$ cat src/rtl/wavetable_interp_reader_if.sv
// -----------------------------------------------------------------------------
// wavetable_interp_reader_if
// Groups the request, bank-ROM and result signals of the wavetable reader.
//   slave  : the reader itself (takes requests, drives ROM addresses/results)
//   master : the environment (phase accumulators, bank ROMs, voice mixer)
// Signals:
//   req_*      request handshake carrying phase, one-hot octave, mix, voice tag
//   rom_*      shared read addresses/enable and per-bank read data (1-cycle ROM)
//   out_*      result handshake carrying sample, voice tag, octave-error flag
//   busy       reader is processing a request
// -----------------------------------------------------------------------------
interface wavetable_interp_reader_if #(
  parameter int SAMP_W     = 16,
  parameter int ADDR_W     = 12,
  parameter int FRAC_W     = 8,
  parameter int NUM_BANKS  = 8,
  parameter int NUM_VOICES = 4
);
  localparam int VID_W = (NUM_VOICES > 1) ? $clog2(NUM_VOICES) : 1;

  logic                          req_valid;
  logic                          req_ready;
  logic [ADDR_W+FRAC_W-1:0]      req_phase;
  logic [NUM_BANKS-1:0]          req_octave;
  logic [FRAC_W-1:0]             req_mix;
  logic [VID_W-1:0]              req_voice;

  logic [ADDR_W-1:0]             rom_addr_a;
  logic [ADDR_W-1:0]             rom_addr_b;
  logic                          rom_rden;
  logic [NUM_BANKS*SAMP_W-1:0]   rom_q_a;
  logic [NUM_BANKS*SAMP_W-1:0]   rom_q_b;

  logic                          out_valid;
  logic                          out_ready;
  logic signed [SAMP_W-1:0]      out_sample;
  logic [VID_W-1:0]              out_voice;
  logic                          out_err;

  logic                          busy;

  modport slave (
    input  req_valid, req_phase, req_octave, req_mix, req_voice,
    input  rom_q_a, rom_q_b, out_ready,
    output req_ready, rom_addr_a, rom_addr_b, rom_rden,
    output out_valid, out_sample, out_voice, out_err, busy
  );

  modport master (
    output req_valid, req_phase, req_octave, req_mix, req_voice,
    output rom_q_a, rom_q_b, out_ready,
    input  req_ready, rom_addr_a, rom_addr_b, rom_rden,
    input  out_valid, out_sample, out_voice, out_err, busy
  );
endinterface

$ cat src/rtl/wavetable_interp_reader.sv
// -----------------------------------------------------------------------------
// wavetable_interp_reader
// Reads two adjacent samples from two neighbouring band-limited ROM banks,
// interpolates linearly in phase inside each bank, then crossfades between the
// banks. One request in flight; minimum 6 cycles per sample.
// Ports:
//   clk_i   single clock
//   rst_ni  asynchronous active-low reset
//   bus     wavetable_interp_reader_if.slave (request, bank ROM, result, busy)
// -----------------------------------------------------------------------------
module wavetable_interp_reader #(
  parameter int SAMP_W     = 16,
  parameter int ADDR_W     = 12,
  parameter int FRAC_W     = 8,
  parameter int NUM_BANKS  = 8,
  parameter int NUM_VOICES = 4
) (
  input  logic                          clk_i,
  input  logic                          rst_ni,
  wavetable_interp_reader_if.slave      bus
);
  localparam int VID_W = (NUM_VOICES > 1) ? $clog2(NUM_VOICES) : 1;
  localparam int KW    = (NUM_BANKS > 1) ? $clog2(NUM_BANKS) : 1;
  localparam int PW    = SAMP_W + FRAC_W + 2;
  localparam logic [KW-1:0] LAST_BANK = KW'(NUM_BANKS - 1);

  typedef enum logic [2:0] {
    IDLE, READ, LERP0, LERP1, MIX, OUT
  } state_e;

  state_e state_q, state_d;

  logic [ADDR_W-1:0]        rom_addr_a_q, rom_addr_b_q;
  logic [FRAC_W-1:0]        frac_q, mix_q;
  logic [VID_W-1:0]         voice_q;
  logic [KW-1:0]            k_q, k1_q;
  logic                     err_q;
  logic signed [SAMP_W-1:0] qa1_q, qb1_q;
  logic signed [SAMP_W-1:0] l0_q, l1_q;
  logic signed [SAMP_W-1:0] out_sample_q;
  logic [VID_W-1:0]         out_voice_q;
  logic                     out_err_q;

  logic                     accept;
  logic [KW-1:0]            oct_k, oct_k1;
  logic                     oct_err;
  logic [ADDR_W-1:0]        req_addr;

  logic signed [SAMP_W-1:0] qa_k, qb_k, qa_k1, qb_k1;
  logic signed [SAMP_W-1:0] lerp_a, lerp_b, lerp_res;
  logic [FRAC_W-1:0]        lerp_f;
  logic signed [SAMP_W:0]   lerp_diff;
  logic signed [PW-1:0]     lerp_prod;

  // Ready is gated by the reset pin so nothing can be accepted while the
  // block is held in reset even though the state already reads IDLE.
  assign bus.req_ready  = (state_q == IDLE) && rst_ni;
  assign bus.busy       = (state_q != IDLE);
  assign bus.rom_rden   = (state_q == READ);
  assign bus.rom_addr_a = rom_addr_a_q;
  assign bus.rom_addr_b = rom_addr_b_q;
  assign bus.out_valid  = (state_q == OUT);
  assign bus.out_sample = out_sample_q;
  assign bus.out_voice  = out_voice_q;
  assign bus.out_err    = out_err_q;

  assign accept   = (state_q == IDLE) && bus.req_valid;
  assign req_addr = bus.req_phase[ADDR_W+FRAC_W-1:FRAC_W];

  // Lowest set octave bit wins; an empty octave falls back to bank 0 and is
  // flagged. The top bank crossfades with itself.
  always_comb begin
    oct_k   = '0;
    oct_err = (bus.req_octave == '0);
    for (int i = NUM_BANKS - 1; i >= 0; i--) begin
      if (bus.req_octave[i]) oct_k = KW'(i);
    end
    oct_k1 = (oct_k == LAST_BANK) ? oct_k : oct_k + KW'(1);
  end

  // Per-bank slices of the ROM read data for the selected pair of banks.
  assign qa_k  = bus.rom_q_a[k_q*SAMP_W +: SAMP_W];
  assign qb_k  = bus.rom_q_b[k_q*SAMP_W +: SAMP_W];
  assign qa_k1 = bus.rom_q_a[k1_q*SAMP_W +: SAMP_W];
  assign qb_k1 = bus.rom_q_b[k1_q*SAMP_W +: SAMP_W];

  // One interpolator shared by the three arithmetic states. In LERP0 the
  // lower bank is taken straight from the ROM outputs; the upper bank is
  // parked in the holding registers for LERP1.
  always_comb begin
    lerp_a = qa_k;
    lerp_b = qb_k;
    lerp_f = frac_q;
    case (state_q)
      LERP1: begin
        lerp_a = qa1_q;
        lerp_b = qb1_q;
      end
      MIX: begin
        lerp_a = l0_q;
        lerp_b = l1_q;
        lerp_f = mix_q;
      end
      default: ;
    endcase
  end

  // a + floor((b-a)*f / 2^FRAC_W); the result stays between a and b, so the
  // final truncation back to SAMP_W cannot overflow.
  assign lerp_diff = {lerp_b[SAMP_W-1], lerp_b} - {lerp_a[SAMP_W-1], lerp_a};
  assign lerp_prod = PW'(lerp_diff) * $signed({{(PW-FRAC_W){1'b0}}, lerp_f});
  assign lerp_res  = SAMP_W'(PW'(lerp_a) + (lerp_prod >>> FRAC_W));

  // Fixed sequence; only IDLE waits for a request and only OUT waits for
  // the consumer.
  always_comb begin
    state_d = state_q;
    case (state_q)
      IDLE:    if (bus.req_valid) state_d = READ;
      READ:    state_d = LERP0;
      LERP0:   state_d = LERP1;
      LERP1:   state_d = MIX;
      MIX:     state_d = OUT;
      OUT:     if (bus.out_ready) state_d = IDLE;
      default: state_d = IDLE;
    endcase
  end

  always_ff @(posedge clk_i or negedge rst_ni) begin
    if (!rst_ni) state_q <= IDLE;
    else         state_q <= state_d;
  end

  // Datapath registers; each one only moves in the state that owns it, so
  // ROM addresses and results hold their values everywhere else.
  always_ff @(posedge clk_i or negedge rst_ni) begin
    if (!rst_ni) begin
      rom_addr_a_q <= '0;
      rom_addr_b_q <= '0;
      frac_q       <= '0;
      mix_q        <= '0;
      voice_q      <= '0;
      k_q          <= '0;
      k1_q         <= '0;
      err_q        <= 1'b0;
      qa1_q        <= '0;
      qb1_q        <= '0;
      l0_q         <= '0;
      l1_q         <= '0;
      out_sample_q <= '0;
      out_voice_q  <= '0;
      out_err_q    <= 1'b0;
    end else begin
      case (state_q)
        IDLE: begin
          if (accept) begin
            rom_addr_a_q <= req_addr;
            rom_addr_b_q <= req_addr + ADDR_W'(1);
            frac_q       <= bus.req_phase[FRAC_W-1:0];
            mix_q        <= bus.req_mix;
            voice_q      <= bus.req_voice;
            k_q          <= oct_k;
            k1_q         <= oct_k1;
            err_q        <= oct_err;
          end
        end
        LERP0: begin
          qa1_q <= qa_k1;
          qb1_q <= qb_k1;
          l0_q  <= lerp_res;
        end
        LERP1: begin
          l1_q <= lerp_res;
        end
        MIX: begin
          out_sample_q <= lerp_res;
          out_voice_q  <= voice_q;
          out_err_q    <= err_q;
        end
        default: ;
      endcase
    end
  end
endmodule
$ cat src/flat_wrapper.sv
// flat-port wrapper written by rule: the top's interface ports become plain ports
module wavetable_interp_reader_flat 
#(
  parameter int SAMP_W     = 16,
  parameter int ADDR_W     = 12,
  parameter int FRAC_W     = 8,
  parameter int NUM_BANKS  = 8,
  parameter int NUM_VOICES = 4
)
  (clk_i, rst_ni, bus_req_valid, bus_req_phase, bus_req_octave, bus_req_mix, bus_req_voice, bus_rom_q_a, bus_rom_q_b, bus_out_ready, bus_req_ready, bus_rom_addr_a, bus_rom_addr_b, bus_rom_rden, bus_out_valid, bus_out_sample, bus_out_voice, bus_out_err, bus_busy);
  wavetable_interp_reader_if #(.SAMP_W(SAMP_W), .ADDR_W(ADDR_W), .FRAC_W(FRAC_W), .NUM_BANKS(NUM_BANKS), .NUM_VOICES(NUM_VOICES)) bus_i ();
  input  logic clk_i;
  input  logic rst_ni;
  input wire logic [$bits(bus_i.req_valid)-1:0] bus_req_valid;
  input wire logic [$bits(bus_i.req_phase)-1:0] bus_req_phase;
  input wire logic [$bits(bus_i.req_octave)-1:0] bus_req_octave;
  input wire logic [$bits(bus_i.req_mix)-1:0] bus_req_mix;
  input wire logic [$bits(bus_i.req_voice)-1:0] bus_req_voice;
  input wire logic [$bits(bus_i.rom_q_a)-1:0] bus_rom_q_a;
  input wire logic [$bits(bus_i.rom_q_b)-1:0] bus_rom_q_b;
  input wire logic [$bits(bus_i.out_ready)-1:0] bus_out_ready;
  output wire logic [$bits(bus_i.req_ready)-1:0] bus_req_ready;
  output wire logic [$bits(bus_i.rom_addr_a)-1:0] bus_rom_addr_a;
  output wire logic [$bits(bus_i.rom_addr_b)-1:0] bus_rom_addr_b;
  output wire logic [$bits(bus_i.rom_rden)-1:0] bus_rom_rden;
  output wire logic [$bits(bus_i.out_valid)-1:0] bus_out_valid;
  output wire logic [$bits(bus_i.out_sample)-1:0] bus_out_sample;
  output wire logic [$bits(bus_i.out_voice)-1:0] bus_out_voice;
  output wire logic [$bits(bus_i.out_err)-1:0] bus_out_err;
  output wire logic [$bits(bus_i.busy)-1:0] bus_busy;
  assign bus_i.req_valid = bus_req_valid;
  assign bus_i.req_phase = bus_req_phase;
  assign bus_i.req_octave = bus_req_octave;
  assign bus_i.req_mix = bus_req_mix;
  assign bus_i.req_voice = bus_req_voice;
  assign bus_i.rom_q_a = bus_rom_q_a;
  assign bus_i.rom_q_b = bus_rom_q_b;
  assign bus_i.out_ready = bus_out_ready;
  assign bus_req_ready = bus_i.req_ready;
  assign bus_rom_addr_a = bus_i.rom_addr_a;
  assign bus_rom_addr_b = bus_i.rom_addr_b;
  assign bus_rom_rden = bus_i.rom_rden;
  assign bus_out_valid = bus_i.out_valid;
  assign bus_out_sample = bus_i.out_sample;
  assign bus_out_voice = bus_i.out_voice;
  assign bus_out_err = bus_i.out_err;
  assign bus_busy = bus_i.busy;
  wavetable_interp_reader #(.SAMP_W(SAMP_W), .ADDR_W(ADDR_W), .FRAC_W(FRAC_W), .NUM_BANKS(NUM_BANKS), .NUM_VOICES(NUM_VOICES)) u_core (.clk_i(clk_i), .rst_ni(rst_ni), .bus(bus_i));
endmodule
$ cat config.mk
export PLATFORM = sky130hd
export DESIGN_NAME = wavetable_interp_reader_flat
export DESIGN_NICKNAME = d
export VERILOG_FILES = /design/src/rtl/wavetable_interp_reader_if.sv /design/src/rtl/wavetable_interp_reader.sv /design/src/flat_wrapper.sv
export SDC_FILE = /design/constraint.sdc
export NUM_CORES = 1
export LEC_CHECK = 0
export CORE_MARGIN = 4
export CORE_UTILIZATION = 30
export DETAILED_ROUTE_END_ITERATION = 8
export DONT_BUFFER_PORTS = 1
export PLACE_DENSITY = 0.46
export SYNTH_ARGS = -nofsm -noshare
export SYNTH_HDL_FRONTEND = slang
export SYNTH_SLANG_ARGS = --single-unit
export TNS_END_PERCENT = 20
$ cat constraint.sdc
create_clock -name clk_i -period 28.8 [get_ports clk_i]
set_clock_uncertainty 0.2 [all_clocks]
set_input_delay 8.64 -clock clk_i [delete_from_list [all_inputs] [get_ports clk_i]]
set_output_delay 8.64 -clock clk_i [all_outputs]
set_load 0.01 [all_outputs]
Yosys cells after proc, flatten, opt, wreduce, memory -nomap -nowiden
Cells that the tools add are included.
Widths: inputs -> output; s select.
{ "totals": {"register_bits": 135} }
{ "classes": {"add_sub_neg": 4, "n_mul": 1, "eq_ne": 8, "n_shift": 4, "n_mux": 15, "reduce_logical": 7} }
{ "ops": {"columns": ["op", "count"], "rows": [
  ["$shiftx 128x8->16", 4],
  ["$pmux 16 s2", 2],
  ["$mux 3", 11],
  ["$mul 17x9->24", 1],
  ["$pmux 3 s6", 1],
  ["$sub 16x16->17", 1],
  ["$add 16x16->16", 1],
  ["$add 12x1->12 const B", 1],
  ["$eq 3x3->1 const B", 3],
  ["$logic_not 8->1", 1],
  ["$mux 8", 1],
  ["$eq 3x2->1 const B", 2],
  ["$ne 2x2->1 const B", 2],
  ["$reduce_and 2->1", 2],
  ["$add 3x1->3 const B", 1],
  ["$eq 3x1->1 const B", 1],
  ["$logic_not 3->1", 1],
  ["$reduce_bool 3->1", 1],
  ["$logic_and 1x1->1", 2]
]} }

Depth between registers and ports, before layout
Gate-level depths: netlist of the first run.
{ "depth": {"word_depth": 10, "ltp_mapped": 48, "depth_no_buf": 43} }

Worst setup path after synthesis of the first run
Ideal clock, no wire load.
{ "synth_path": {"path_kind": "input to register", "startpoint": "input bus_rom_q_a[113]", "endpoint": "register u_core.l1_q[15]", "t_arrival_ps": 17386, "slack_ps": 11082, "path_stages": 41, "path_buffers": 0, "cell_sequence": "mux4_2 mux2i_1 nor2_1 a221oi_1 ha_1 a21o_1 a21o_1 a31o_1 a21o_1 a21oi_1 xnor2_1 nand2_1 fa_1 inv_1 fa_1 inv_1 fa_1 inv_1 (+5 left out) nand3_1 and2_1 o21a_1 o21a_1 nor2_1 xnor2_1 ha_1 a21oi_1 o21ai_0 nand2_1 o21bai_1 a221oi_2 o21ai_2 a31oi_1 o21ai_0 xnor3_1 xor2_1 o21ai_1"} }
{ "synth_between": {"elab_chain_cells": 5} }
{ "synth_lines": {"columns": ["item", "line_no", "text"], "rows": [
  ["from (decl)", "flat_wrapper.sv:19", "input wire logic [$bits(bus_i.rom_q_a)-1:0] bus_rom_q_a;"],
  ["$shiftx 128x8->16 (*)", "wavetable_interp_reader.sv:82", "assign qa_k = bus.rom_q_a[k_q*SAMP_W +: SAMP_W];"],
  ["$pmux 16 s2 (*)", "wavetable_interp_reader.sv:94", "case (state_q)"],
  ["$sub 16x16->17", "wavetable_interp_reader.sv:110", "assign lerp_diff = {lerp_b[SAMP_W-1], lerp_b} - {lerp_a[SAMP_W-1], lerp_a};"],
  ["$mul 17x9->24", "wavetable_interp_reader.sv:111", "assign lerp_prod = PW'(lerp_diff) * $signed({{(PW-FRAC_W){1'b0}}, lerp_f});"],
  ["$add 16x16->16 (*)", "wavetable_interp_reader.sv:112", "assign lerp_res = SAMP_W'(PW'(lerp_a) + (lerp_prod >>> FRAC_W));"],
  ["to (signal assigned)", "wavetable_interp_reader.sv:173", "l1_q <= lerp_res;"],
  ["to (decl)", "wavetable_interp_reader.sv:39", "logic signed [SAMP_W-1:0] l0_q, l1_q;"]
]} }
Every way passes the cells marked *; elsewhere a longest branch is shown, timed or not.
A chain may end at the register's enable or synchronous reset.

Final worst setup path of the first run
{ "layout_path": {"startpoint": "input bus_rom_q_a[113]", "endpoint": "register u_core.l0_q[15]"} }
{ "layout_between": {"elab_chain_cells": 5} }
{ "layout_lines": {"columns": ["item", "line_no", "text"], "rows": [
  ["$shiftx 128x8->16 (*)", "wavetable_interp_reader.sv:82", null],
  ["$pmux 16 s2 (*)", "wavetable_interp_reader.sv:94", null],
  ["$sub 16x16->17", "wavetable_interp_reader.sv:110", null],
  ["$mul 17x9->24", "wavetable_interp_reader.sv:111", null],
  ["$add 16x16->16 (*)", "wavetable_interp_reader.sv:112", null],
  ["to (signal assigned)", "wavetable_interp_reader.sv:170", "l0_q <= lerp_res;"],
  ["to (decl)", "wavetable_interp_reader.sv:39", null]
]} }
Marks and branches as above.

==> summary.md, run 1 <==
| Metric | Value |
|---|---|
| CP Max Fanout | 5 |
| Gr usage total | 0.185 |
| Routed vias | 11600 |
| Number of flops mapped to enable cells by yosys | 0 |
| CTS buffer count | 17 |
| Die ar. | 54700 um2 |
| Syn Std Cell Area | 15300 um2 |
| Synth Register Bits | 135 |
| Critical path class | primary input to flip-flop |
| Area Growth Syn to Fin | 8.30% |
| Share of the synthesized area in the top cell type | 0.221 |
| Commonest non-fill, non-tap cell in the layout | nand2_1 |
| Worst r2r path cells | 43 |
| RSZ-0062 raised after global routing | false |
| Drt initial violations | 686 |
| Largest net degree at the start of global routing | 137 |
| Clk pin slew, worst setup/hold paths | 0.07 ns |
| Slowest-stage cell, CP | nor4_1 |
| H-Tree Depth | 4 |
| Hold endpoint | u_core.err_q |
| Slew Limit Fails | 0 |
| Crit path largest cell delay | 0.59 ns |
| DRT Pass-1 Iters | 6 |
| Status | completed |
| I/O Pins | 345 |
| Final Routed Wirelength | 50000 um |
| CTS tree | built |
| DRT antenna net count | 0 |
| WP data required | 28.89 ns |
| Global placer's final weighted congestion | 0.852 |
| Post-CTS setup buffer count | 0 |
| Warnings, synthesis | 0 |
| Post-CTS resize count | 0 |
| Fillers | 5315 |
| Hold buffers post-CTS | 0 |
| Layout cells sized above 1 | 0.127 |
| CP dominant cell by count | fa_1 |
| Clock sink total | 135 |
| Max Root-Sink Buffers | 2 |
| Yosys top cell by area | dfrtp_1 |
| FMAX | 0.0539 GHz |
| Setup violations, final | 0 |
| Post-DR wirelength/cell | 22.2 um |
| Largest cells by area after synthesis | dfrtp_1 22%, mux4_2 18%, fa_1 14% |
| Row count | 82 |
| Flop-to-flop setup slack | 17.22 ns |
| Aggregate global routing overflow | 0 |
| Post-route clock period utilization | 0.644 |
| Cell variety after synth | 70 |
| Initial antenna violation count | 7 |
| Crit end category | flip-flop |
| Setup tns final | 0 ns |
| Worst skew pair latency | 0.45 ns |
| WP buf/inv | 3 |
| Root buffer cell | clkbuf_16 |
| Critical R2R Launch | u_core.k_q[0] |
| Max Cap Viol | 0 |
| Chip height | 234 um |
| RR Endpoint | u_core.l0_q[15] |
| First-pass GRT wire length | 76900 um |
| Die width | 234 um |
| Vias in the first global route | 12400 |
| Startpoint class of the critical path | primary input |
| Hold path start | u_core.err_q |
| Via/cell ratio | 5.15 |
| Final min period | 18.54 ns |
| Fraction of registers with async set/reset | 1.00 |
| Worst EP arrival | 18.63 ns |
| Final Hold Vio Count | 0 |
| Post-Syn Nets | 2085 |
| Initial Util | 0.305 |
| Main synth FF type | dfrtp_1 |
| Core Area | 50300 um2 |
| Top delay family on crit path | compound AO/OA/AOI/OAI gates |
| Slew headroom | 0.240 |
| Dpl hpwl | 40500 um |
| Cells after synthesis | 1607 |
| Avg Cell Area, Syn | 9.53 um2 |
| Hold depth | 2 |
| # port buffers | 0 |
| Sequential element share of the synthesized area | 0.221 |
| Worst-margin pin slew | 1.13 ns |
| Layout Nets | 2037 |
| Hold Crit Class | flip-flop to flip-flop |
| Most frequent cells in the layout | 314 x nand2_1, 180 x inv_1, 129 x dfrtp_1 |
| DRC viols | 0 |
[state kept, by name, indices dropped and copies added, names as in the netlist]
name / count
u_core.l0_q: 16
u_core.frac_q: 8
u_core.qa1_q: 16
u_core.state_q: 3
u_core.bus.rom_addr_a: 12
u_core.bus.out_voice: 2
u_core.k_q: 3
u_core.mix_q: 8
u_core.l1_q: 16
u_core.qb1_q: 16
u_core.k1_q: 3
u_core.voice_q: 2
u_core.bus.out_err: 1
u_core.bus.out_sample: 16
u_core.bus.rom_addr_b: 12
u_core.err_q: 1
[kinds of logic after synthesis]
| logic type | Yosys count | share of synthesized area |
|---|---|---|
| DFF | 135 | 0.221 |
| muxes | 201 | 0.231 |
| and+or+nand+nor | 520 | 0.147 |
| xor gates and xnor gates | 65 | 0.0381 |
| AOI/OAI and AO/OA | 235 | 0.0955 |
| buffers and inverters | 269 | 0.0685 |
| adders and majority gates | 182 | 0.199 |
[synth_stat cells (14+ instances only)]
cell / number
nor2_1: 94
inv_1: 180
nand3_1: 19
mux4_2: 121
a21o_1: 14
dfrtp_1: 135
nor2b_1: 18
buf_1: 19
ha_1: 76
xor2_1: 24
fa_1: 104
o21ai_0: 92
nand2b_1: 22
o21ai_1: 21
nand2_1: 315
clkbuf_1: 55
a21oi_1: 30
xnor2_1: 40
a22oi_1: 15
mux2i_1: 74
[metrics by stage]
| stage | cells | util | instance area (um2) | setup WS [ns] | hold WS [ns] |
|---|---|---|---|---|---|
| 2_1_floorplan | 1607 | - | 15300 | 11.08 | 0.239 |
| 3_3_place_gp | 2212 | 0.318 | 16000 | 9.93 | 0.256 |
| 3_5_place_dp | 2212 | 0.318 | 16000 | 9.75 | 0.261 |
| 4_1_cts | 2244 | 0.329 | 16600 | 10.22 | 0.275 |
| 5_1_grt | 2256 | 0.330 | 16600 | 9.57 | 0.293 |
| 6_report | 2256 | 0.330 | 16600 | 10.26 | 0.269 |
[worst register-to-register path: cells and delay by family, from the launching register on]
kind,cells,cell delay [ns]
simple gates,11,1.75
mux,2,0.83
compound gates,13,2.50
flops,1,0.86
fa+ha+maj,8,3.15
xor+xnor,4,1.20
buf+inv,5,0.96
[how the worst max path moves through the flow]
| stage | start | to | slack [ns] | depth (start not counted) |
|---|---|---|---|---|
| floorplan | bus_rom_q_a[113] | u_core.l1_q[15] | 11.08 | 41 |
| global placement | bus_rom_q_a[113] | u_core.l0_q[15] | 9.93 | 41 |
| detailed placement | bus_rom_q_a[113] | u_core.l0_q[15] | 9.75 | 41 |
| CTS | bus_rom_q_a[113] | u_core.l0_q[15] | 10.22 | 41 |
| global route | bus_rom_q_a[113] | u_core.l0_q[15] | 9.57 | 41 |
| finish | bus_rom_q_a[113] | u_core.l0_q[15] | 10.26 | 41 |
[routing by layer]
metal  track usage  routed length, um  vias up
met3        0.0517               3540       46
met4        0.0576                804        0
li1              -                  -     5432
met2         0.315              25400      353
met1         0.227              20200     5793
met5       0.00536                  0        -
[layout make-up]
cell class | instances | area [um2] | share of cell area
Multi-Input combinational cell | 1203 | 10900 | 0.657
Sequential cell | 135 | 3390 | 0.204
Tap cell | 672 | 841 | 0.0507
Inverter | 181 | 679 | 0.0410
Clock buffer | 18 | 429 | 0.0259
Clock inverter | 14 | 160 | 0.00966
Timing Repair Buffer | 21 | 158 | 0.00951
Antenna cell | 12 | 30.0 | 0.00181
Power of run 1 is not shown: default switching activity piles up to over one toggle a cycle in this logic, so the estimate is an artifact.
==> inputs of run 2 (changes only) <==
- clock period: 28.8 -> 18.3 ns (I/O delays scaled with it)
==> summary.md, run 2 (same netlist as run 1, synthesis figures left out) <==
| Metric | Value |
|---|---|
| Hold Crit Class | flip-flop to flip-flop |
| Initial antenna violation count | 6 |
| First-pass GRT wire length | 75800 um |
| Drt initial violations | 619 |
| Seq. cell area | 3390 um2 |
| Core Area | 50300 um2 |
| Post-CTS setup buffer count | 0 |
| Final Routed Wirelength | 49400 um |
| Critical path class | primary input to flip-flop |
| Dpl hpwl | 40300 um |
| Fillers | 5254 |
| Final min period | 15.32 ns |
| Vias in the first global route | 12300 |
| CTS buffer count | 17 |
| Die ar. | 54700 um2 |
| Crit end category | flip-flop |
| Hold buffers post-CTS | 0 |
| Slew Limit Fails | 0 |
| Worst EP arrival | 15.40 ns |
| Aggregate global routing overflow | 0 |
| DRT antenna net count | 0 |
| Routed vias | 11500 |
| DRC viols | 0 |
| Post-route clock period utilization | 0.837 |
| Setup violations, final | 0 |
| Post-CTS resize count | 0 |
| Top delay family on crit path | compound AO/OA/AOI/OAI gates |
| Setup tns final | 0 ns |
| Area Growth Syn to Fin | 8.48% |
| Via/cell ratio | 5.12 |
| Layout cells sized above 1 | 0.127 |
| RSZ-0062 raised after global routing | false |
| CTS tree | built |
| Post-DR wirelength/cell | 21.9 um |
| Max Cap Viol | 0 |
| Largest net degree at the start of global routing | 137 |
| FMAX | 0.0653 GHz |
| Global placer's final weighted congestion | 0.852 |
| Slowest-stage cell, CP | xor2_1 |
| Layout Nets | 2037 |
| I/O Pins | 345 |
| Worst skew pair latency | 0.44 ns |
| DRT Pass-1 Iters | 5 |
| Die width | 234 um |
| Row count | 82 |
| Startpoint class of the critical path | primary input |
| Slew headroom | 0.276 |
| Worst-margin pin slew | 1.08 ns |
| Final Hold Vio Count | 0 |
| Root buffer cell | clkbuf_16 |
| H-Tree Depth | 4 |
| Max Root-Sink Buffers | 2 |
| Status | completed |
| Crit path largest cell delay | 0.57 ns |
| Most frequent cells in the layout | 314 x nand2_1, 180 x inv_1, 129 x dfrtp_1 |
| Initial Util | 0.305 |
| Clock sink total | 135 |
| Clk pin slew, worst setup/hold paths | 0.06 ns |
| WP data required | 18.38 ns |
| Chip height | 234 um |
| WP buf/inv | 4 |
| Gr usage total | 0.182 |
| # port buffers | 0 |
| CP Max Fanout | 8 |
| Commonest non-fill, non-tap cell in the layout | nand2_1 |
| Multi-input logic area | 10900 um2 |
run 2: worst register-to-register path, delay by kind of cell (launching register included):
family	cells	cell delay, ns
flip-flops	1	0.84
buffers and inverters	6	1.07
AND/OR/NAND/NOR	4	0.86
multiplexers	2	0.84
adder cells (fa/ha/maj)	7	2.98
AO/OA/AOI/OAI	18	3.37
XOR/XNOR	4	1.36
run 2: final timing paths:
kind | depth (start not counted) | to | start | slack (ns)
setup / recovery | 37 | u_core.l0_q[15] | bus_rom_q_a[113] | 2.98
hold / removal | 2 | u_core.err_q | u_core.err_q | 0.27
setup reg to reg | 41 | u_core.l0_q[15] | u_core.k_q[0] | 6.62
hold reg to reg | 2 | u_core.err_q | u_core.err_q | 0.27
max in group asynchronous | 0 | u_core.qa1_q[7] | rst_ni | 13.10
min in group asynchronous | 0 | u_core.mix_q[6] | rst_ni | 4.54
run 2: cell type report:
cell class	count	share of cell area
Antenna cell	12	0.00181
Clock buffer	18	0.0258
Clock inverter	14	0.0113
Inverter	181	0.0409
Multi-Input combinational cell	1203	0.656
Sequential cell	135	0.204
Tap cell	672	0.0506
Timing Repair Buffer	21	0.00949
run 2: layer usage:
metal	track usage	part of all wire
met5	0	0
met4	0.0607	0.024
met3	0.0547	0.076
met2	0.308	0.50
met1	0.223	0.40
run 2: through the flow:
stage               hold slack (ns)  worst slack (ns)  cells  cell area [um2]   util
floorplan                     0.239              3.73   1607            15300      -
global placement              0.256              2.58   2212            16000  0.318
detailed placement            0.257              2.43   2212            16000  0.318
CTS                           0.273              2.89   2244            16600  0.330
global route                  0.290              2.21   2256            16600  0.330
finish                        0.266              2.98   2256            16600  0.330
Power of run 2 is left out for the same reason.
==> inputs of run 3 (changes only) <==
- PLACE_DENSITY: 0.46 -> 0.47
- clock period: 18.3 -> 13.1 ns (I/O delays scaled with it)
==> summary.md, run 3 (same netlist as run 1, synthesis figures left out) <==
| Metric | Value |
|---|---|
| Dpl hpwl | 41100 um |
| Status | completed |
| Root buffer cell | clkbuf_16 |
| WP data required | 13.27 ns |
| Fillers | 5253 |
| I/O Pins | 345 |
| Gr usage total | 0.183 |
| Die ar. | 54700 um2 |
| Non-Filler Instances | 2353 |
| Met3 WL post-DR | 3280 um |
| Max Cap Viol | 0 |
| Slew headroom | 0.0755 |
| CP Max Fanout | 6 |
| Setup violations, final | 0 |
| Drt initial violations | 755 |
| Commonest non-fill, non-tap cell in the layout | nand2_1 |
| Post-route setup slack | 0.497 ns |
| Final min period | 12.60 ns |
| Placed Cells incl. Taps | 2307 |
| Global placer's final weighted congestion | 0.894 |
| Core Area | 50300 um2 |
| Crit path largest cell delay | 0.49 ns |
| DRT Pass-1 Iters | 5 |
| Worst skew pair latency | 0.45 ns |
| DRC viols | 0 |
| FMAX | 0.0793 GHz |
| CTS tree | built |
| Hold depth | 2 |
| Crit end category | flip-flop |
| Max Root-Sink Buffers | 2 |
| # port buffers | 0 |
| Final Routed Wirelength | 49800 um |
| Final Hold Vio Count | 0 |
| Area Growth Syn to Fin | 13.1% |
| Pre-CTS setup slack | -0.155 ns |
| Largest net degree at the start of global routing | 137 |
| Hold endpoint | u_core.bus.out_voice[1] |
| Critical R2R Launch | u_core.k_q[0] |
| Chip height | 234 um |
| CTS buffer count | 17 |
| Slowest-stage cell, CP | fa_1 |
| Worst EP arrival | 12.77 ns |
| Clk pin slew, worst setup/hold paths | 0.07 ns |
| Hold path start | u_core.voice_q[1] |
| Layout cells sized above 1 | 0.181 |
| Via/cell ratio | 5.11 |
| CP dominant cell by count | buf_4 |
| RSZ-0062 raised after global routing | false |
| Worst r2r path cells | 43 |
| First-pass GRT wire length | 76700 um |
| Clock sink total | 135 |
| Vias in the first global route | 12700 |
| Hold Crit Class | flip-flop to flip-flop |
| RR Endpoint | u_core.l1_q[14] |
| DRT antenna net count | 0 |
| H-Tree Depth | 4 |
| Initial antenna violation count | 6 |
| Post-route clock period utilization | 0.962 |
| Post-CTS setup buffer count | 0 |
| Flop-to-flop setup slack | 2.76 ns |
| Slew Limit Fails | 0 |
| Most frequent cells in the layout | 314 x nand2_1, 180 x inv_1, 129 x dfrtp_1 |
| Layout Nets | 2132 |
| Met2 wire len | 25000 um |
| Top layer in use | met4 |
| Aggregate global routing overflow | 0 |
| Critical path class | primary input to flip-flop |
| Post-DR wirelength/cell | 21.2 um |
| Routed vias | 12000 |
| Worst-margin pin slew | 1.35 ns |
| Met1 wire length | 20500 um |
| Startpoint class of the critical path | primary input |
| Die width | 234 um |
| Row count | 82 |
| Initial Util | 0.305 |
-- run 3: changes by cell type in the layout (fill, tap and decap cells not counted), moves of 2 or more --
cell | before | now
o21ai_1 | 21 | 23
buf_4 | 21 | 115
bufinv_16 | 3 | 1
o21ai_0 | 92 | 90
clkinv_2 | 0 | 2
a21oi_1 | 30 | 27
diode_2 | 12 | 14
mux2i_2 | 0 | 2
mux2i_1 | 74 | 72
a21oi_2 | 1 | 4
inv_8 | 2 | 0
-- run 3: routing by layer --
layer	vias up	track usage
li1	5633	-
met4	0	0.0644
met2	360	0.308
met1	5971	0.230
met5	-	0.00446
met3	51	0.0451
-- run 3: metrics by stage --
| stage | utilization | hold slack (ns) | TNS, ns | instance area (um2) |
|---|---|---|---|---|
| floorplan | - | 0.239 | 0 | 15300 |
| global placement | 0.332 | 0.254 | -0.163 | 16700 |
| detailed placement | 0.332 | 0.263 | -0.487 | 16700 |
| CTS | 0.343 | 0.261 | 0 | 17300 |
| global route | 0.345 | 0.293 | 0 | 17300 |
| finish | 0.345 | 0.264 | 0 | 17300 |
-- run 3: what timing repair did --
item,in CTS,in global routing
hold buffers,0,0
setup endpoints to repair,0,18
endpoints found under the hold margin,0,0
resized for setup,0,9
-- run 3: worst max-delay path: cells and delay by family --
family | cells | cell delay [ns]
AO/OA/AOI/OAI | 13 | 2.30
buffers and inverters | 10 | 1.17
multiplexers | 2 | 0.65
adder cells (fa/ha/maj) | 8 | 3.09
AND/OR/NAND/NOR | 9 | 1.41
XOR/XNOR | 1 | 0.18
-- run 3: how the worst max path moves through the flow --
| stage | start | endpoint |
|---|---|---|
| final | bus_rom_q_a[49] | u_core.l1_q[14] |
| after global routing | bus_rom_q_a[49] | u_core.l1_q[14] |
| after CTS | bus_rom_q_a[113] | u_core.l0_q[15] |
| after detailed placement | bus_rom_q_a[113] | u_core.l0_q[15] |
| after global placement | bus_rom_q_a[113] | u_core.l0_q[15] |
| after floorplan | bus_rom_q_a[113] | u_core.l1_q[15] |
-- run 3: layout make-up --
cell class | count | area, um2 | share of cell area
Tap cell | 672 | 841 | 0.0485
Clock inverter | 13 | 124 | 0.00715
Inverter | 181 | 679 | 0.0392
Clock buffer | 19 | 433 | 0.0250
Sequential cell | 135 | 3390 | 0.196
Timing Repair Buffer | 116 | 883 | 0.0510
Multi-Input combinational cell | 1203 | 10900 | 0.631
Antenna cell | 14 | 35.0 | 0.00202
Power of run 3 is left out for the same reason.
